[src/rtl/cpu_pkg.sv]
// Shared CPU datapath constants used by the write-back, ID/EX and forwarding blocks.
package cpu_pkg;
  localparam int DATA_WIDTH = 32;
  localparam int ADDR_WIDTH = 5;
  localparam int REG_ZERO   = 0;
  localparam int NUM_REGS   = 2 ** ADDR_WIDTH;
endpackage

[src/rtl/regfile_core.sv]
// Architectural register array: synchronous write with clear, two combinational
// read ports with register-0 hardwiring and same-cycle write-through bypass.
module regfile_core #(
  parameter int DW = cpu_pkg::DATA_WIDTH,
  parameter int AW = cpu_pkg::ADDR_WIDTH
) (
  input  logic          clk,
  input  logic          rst,
  input  logic          we,
  input  logic [AW-1:0] waddr,
  input  logic [DW-1:0] wdata,
  input  logic [AW-1:0] raddr1,
  input  logic [AW-1:0] raddr2,
  output logic [DW-1:0] rdata1,
  output logic [DW-1:0] rdata2
);
  import cpu_pkg::*;

  localparam int NREGS = 2 ** AW;
  localparam logic [AW-1:0] ZERO_ADDR = AW'(REG_ZERO);

  logic [DW-1:0] regs_q [NREGS];
  logic [DW-1:0] regs_d [NREGS];
  logic          wr_ok;

  // Guard register 0 here as well so the core is safe on its own.
  assign wr_ok = we && (waddr != ZERO_ADDR);

  always_comb begin
    regs_d = regs_q;
    if (rst) begin
      for (int i = 0; i < NREGS; i++) regs_d[i] = '0;
    end else if (wr_ok) begin
      regs_d[waddr] = wdata;
    end
  end

  always_ff @(posedge clk) begin
    regs_q <= regs_d;
  end

  always_comb begin
    if (raddr1 == ZERO_ADDR)                 rdata1 = '0;
    else if (wr_ok && (raddr1 == waddr))     rdata1 = wdata;
    else                                     rdata1 = regs_q[raddr1];
  end

  always_comb begin
    if (raddr2 == ZERO_ADDR)                 rdata2 = '0;
    else if (wr_ok && (raddr2 == waddr))     rdata2 = wdata;
    else                                     rdata2 = regs_q[raddr2];
  end
endmodule

[src/rtl/wb_regfile.sv]
// Write-back stage: selects memory or ALU data, qualifies the write and commits it
// to the register file, counting every committed write.
module wb_regfile #(
  parameter int DATA_WIDTH = cpu_pkg::DATA_WIDTH,
  parameter int ADDR_WIDTH = cpu_pkg::ADDR_WIDTH,
  parameter int CNT_WIDTH  = 32
) (
  input  logic                  clk,
  input  logic                  rst,
  input  logic [DATA_WIDTH-1:0] DM_data,
  input  logic [DATA_WIDTH-1:0] ALU_result,
  input  logic [ADDR_WIDTH-1:0] Write_Address,
  input  logic                  MemtoReg,
  input  logic                  RegWrite,
  input  logic [ADDR_WIDTH-1:0] Read_Address1,
  input  logic [ADDR_WIDTH-1:0] Read_Address2,
  output logic [DATA_WIDTH-1:0] Read_data1,
  output logic [DATA_WIDTH-1:0] Read_data2,
  output logic [DATA_WIDTH-1:0] Write_data,
  output logic [CNT_WIDTH-1:0]  commit_count
);
  import cpu_pkg::*;

  logic                 we;
  logic [CNT_WIDTH-1:0] commit_count_q;
  logic [CNT_WIDTH-1:0] commit_count_d;

  always_comb begin
    Write_data = MemtoReg ? DM_data : ALU_result;
  end

  // Reset both drops the write and disables bypass, since bypass keys off we.
  assign we = RegWrite && !rst && (Write_Address != ADDR_WIDTH'(REG_ZERO));

  always_comb begin
    commit_count_d = commit_count_q;
    if (rst)     commit_count_d = '0;
    else if (we) commit_count_d = commit_count_q + CNT_WIDTH'(1);
  end

  always_ff @(posedge clk) begin
    commit_count_q <= commit_count_d;
  end

  assign commit_count = commit_count_q;

  regfile_core #(
    .DW (DATA_WIDTH),
    .AW (ADDR_WIDTH)
  ) u_core (
    .clk    (clk),
    .rst    (rst),
    .we     (we),
    .waddr  (Write_Address),
    .wdata  (Write_data),
    .raddr1 (Read_Address1),
    .raddr2 (Read_Address2),
    .rdata1 (Read_data1),
    .rdata2 (Read_data2)
  );
endmodule
[config.mk]
export PLATFORM = sky130hd
export DESIGN_NAME = wb_regfile
export DESIGN_NICKNAME = d
export VERILOG_FILES = /design/src/rtl/cpu_pkg.sv /design/src/rtl/regfile_core.sv /design/src/rtl/wb_regfile.sv
export SDC_FILE = /design/constraint.sdc
export NUM_CORES = 2
export LEC_CHECK = 0
export CAP_MARGIN = 20
export CORE_MARGIN = 4
export CORE_UTILIZATION = 59
export CTS_CLUSTER_DIAMETER = 40
export DETAILED_ROUTE_END_ITERATION = 6
export DONT_BUFFER_PORTS = 1
export HOLD_SLACK_MARGIN = 0.08
export PLACE_DENSITY = 0.75
export SLEW_MARGIN = 25
export SYNTH_ARGS = -nofsm -noshare
export SYNTH_HDL_FRONTEND = slang
export SYNTH_SLANG_ARGS = --single-unit
[constraint.sdc]
create_clock -name clk -period 8.15 [get_ports clk]
set_clock_uncertainty 0.2 [all_clocks]
set_input_delay 2.0375 -clock clk [delete_from_list [all_inputs] [get_ports clk]]
set_output_delay 2.0375 -clock clk [all_outputs]
set_load 0.01 [all_outputs]
==> reports/results.ini <==
[placed_design]
gp_congestion = 0.9111
dpl.cell_count = 5660
place_hpwl_mm = 97.11
placed_area_mm2 = 0.05315
io_buffers = 0

[sta]
rsz0062_at_grt = false
setup_viol = 0
slew_headroom_pct = 17.70
period_share_pct = 86.10
hold_violations = 0
fin_hold_ws_ps = 279.7
setup_tns_ps = 0
slew_violations = 0
layout_min_cycle_time_ps = 7018
fmax_mhz = 142.5
tightest_slew_ps = 1234

[worst_setup_path]
required_ps = 5910
crit_start = rst
reg2reg_slack_ps = 5470
path_class = in -> out
start_kind = input pin
worstPathBufferInverterCount = 1
timing.rr.end = commit_count[22]$_SDFFE_PP0P_
crit_arrival_ps = 4780
setup.worst_path.end = Read_data1[12]
reg2reg_from = commit_count[1]$_SDFFE_PP0P_
slowest_delay_ps = 1010
ff2ff_path_depth = 5
cp_slowest_cell = o211ai_1
crit_family = compound AO/OA/AOI/OAI gates
path_max_fanout = 224
end_kind = output port
path_depth = 5
crit_chain = buf_16 > nand2b_1 > a21oi_1 > nand3_2 > o211ai_1

[detailed_routing]
wl_per_cell_um = 29.17
remaining_drc_errors = 0
drt_iter0_drc = 6077
routed_via_density = 7.236
route.final.wire_length_mm = 172.7
dr.pass1.iters = 6
vias = 42835
ant_nets = 0

[clock_tree]
cts_resized = 0
clk_path_buf_depth = 3
clock_sinks = 1056
path_clk_slew_ps = 60
cts_setup_buffers = 0
cts_buffers = 137
cts_tree = yes
clockRootBuffer = clkbuf_16
cts_hold_buffers = 0
insertion_delay_ps = 730
cts.htree.levels = 4

[floorplan]
die_area_mm2 = 0.09464
rows = 109
start_util_pct = 59.66
fp.dieH_um = 307.6
core_area_mm2 = 0.08878
die_w_um = 307.6
ios = 211

[status]
status = completed

[synth]
synth-edff-count = 0
synth_fp_nets = 5110
ys_async_sr_fraction_pct = 0
synth.distinct_cells = 57
dominantRegCellSynth = dfxtp_1
yosysSeqAreaShare_pct = 39.91
ys_warn_count = 0
synthCells = 5026
syn_area_mm2 = 0.05297
ys_ff_latch = 1056
syn_area_per_cell_um2 = 10.54

[final_layout]
syn2layout_area_growth_pct = 9.798
fill_cells = 6728
layout-drive-gt1-share_pct = 20.09
final_area_mm2 = 0.05816
fin_cells = 5920
nNetsFinal = 4727

[flow_run]
cap_violations = 0

[power_and_ir_drop]
peakVddDrop_mv = 0.2122
power_density_mw_per_mm2 = 210.2
p_leak_uw = 0.01826
total_power_uw = 12230

[global_routing]
grt_use_total_pct = 35.98
grt_pass1_wl_mm = 260.0
grt_overflow = 0
grt_max_degree = 1060
antenna_found_initial = 3
first_global_vias = 41679

[hold_path]
min_path_type = reg -> reg

==> worst min path at each step <==
stage / endpoint / from / cells past startpoint / slack (ps)
3_3_place_gp: u_core.regs_q[1018]$_SDFFE_PP0P_ / u_core.regs_q[1018]$_SDFFE_PP0P_ / 1 / 260
3_5_place_dp: u_core.regs_q[994]$_SDFFE_PP0P_ / u_core.regs_q[994]$_SDFFE_PP0P_ / 1 / 270
6_report: u_core.regs_q[994]$_SDFFE_PP0P_ / u_core.regs_q[994]$_SDFFE_PP0P_ / 1 / 280
4_1_cts: u_core.regs_q[994]$_SDFFE_PP0P_ / u_core.regs_q[994]$_SDFFE_PP0P_ / 1 / 280
5_1_grt: u_core.regs_q[1007]$_SDFFE_PP0P_ / u_core.regs_q[1007]$_SDFFE_PP0P_ / 1 / 290
2_1_floorplan: u_core.regs_q[1000]$_SDFFE_PP0P_ / u_core.regs_q[1000]$_SDFFE_PP0P_ / 1 / 250
==> area by class of cell <==
class / count / area, um2 / share of cell area (%)
Timing Repair Buffer: 88 / 958.4 / 1.648
Antenna cell: 1 / 2.502 / 0.004302
Inverter: 43 / 161.4 / 0.2775
Multi-Input combinational cell: 3317 / 29710 / 51.07
Clock buffer: 167 / 3727 / 6.409
Tap cell: 1165 / 1458 / 2.506
Clock inverter: 83 / 1008 / 1.734
Sequential cell: 1056 / 21140 / 36.35
==> worst reg2reg max path, stage by stage, from the launching register on <==
cell and delay (ps):
dfxtp_1 500, ha_1 300, o211ai_4 160, or4_1 700, or4_1 570, a21oi_1 160
==> layer usage <==
layer / track usage, % / vias to the layer above / routed length [um]
li1: - / 18327 / -
met1: 46.16 / 21052 / 62900
met2: 54.84 / 2792 / 77130
met3: 10.93 / 660 / 21870
met4: 19.90 / 4 / 10770
met5: 0 / - / 26
==> cell usage in the layout, fill, tap and decap left out, types with 16 or more instances in the layout <==
cell	synthesis	final
clkbuf_1	426	17
buf_4	24	72
o211ai_1	17	17
mux2i_4	0	32
clkbuf_16	0	142
nor2_4	5	31
mux4_2	543	543
dfxtp_1	1056	1056
bufinv_16	0	16
nor2b_1	42	42
a21oi_1	42	41
inv_6	0	18
clkinv_2	0	19
o32ai_1	33	31
mux2i_1	224	192
nand3_1	25	24
a211oi_1	996	996
nor2_1	1101	1083
inv_1	41	41
nand2_1	79	79
==> power by group <==
part | switching [uW] | total (uW) | internal (uW)
Combinational | 449 | 730 | 281
Clock | 2460 | 6270 | 3810
Sequential | 28.9 | 5230 | 5200
==> per-stage QoR <==
stage | worst slack [ps] | utilization, %
after global placement | 1664 | 59.70
final | 1132 | 65.51
after CTS | 1671 | 65.20
after floorplan | 1974 | -
after global routing | 1168 | 65.51
after detailed placement | 1645 | 59.87
==> cells in the mapped netlist, types with 24 or more instances <==
master | number | area [um2]
a211oi_1 | 996 | 7477
a21oi_1 | 42 | 210.2
buf_2 | 135 | 675.7
buf_4 | 24 | 180.2
clkbuf_1 | 426 | 1599
dfxtp_1 | 1056 | 21140
inv_1 | 41 | 153.9
mux2i_1 | 224 | 2242
mux4_2 | 543 | 12230
nand2_1 | 79 | 296.5
nand3_1 | 25 | 125.1
nor2_1 | 1101 | 4133
nor2b_1 | 42 | 262.8
o32ai_1 | 33 | 289.0
==> flip-flops by register name, indices dropped and copies added, names as in the netlist <==
name           count
commit_count      32
u_core.regs_q   1024
==> logic make-up after synthesis <==
| kind of cell | count (synthesis) | synth area share, % |
|---|---|---|
| adder cells (fa/ha/maj) | 1 | 0.02362 |
| AND/OR/NAND/NOR | 1336 | 10.29 |
| buffers and inverters | 653 | 5.166 |
| AO/OA/AOI/OAI | 1176 | 16.63 |
| multiplexers | 779 | 27.57 |
| flip-flops | 1056 | 39.91 |
| XOR/XNOR | 25 | 0.4134 |
No activity file was read; power rests on OpenSTA's default activity.
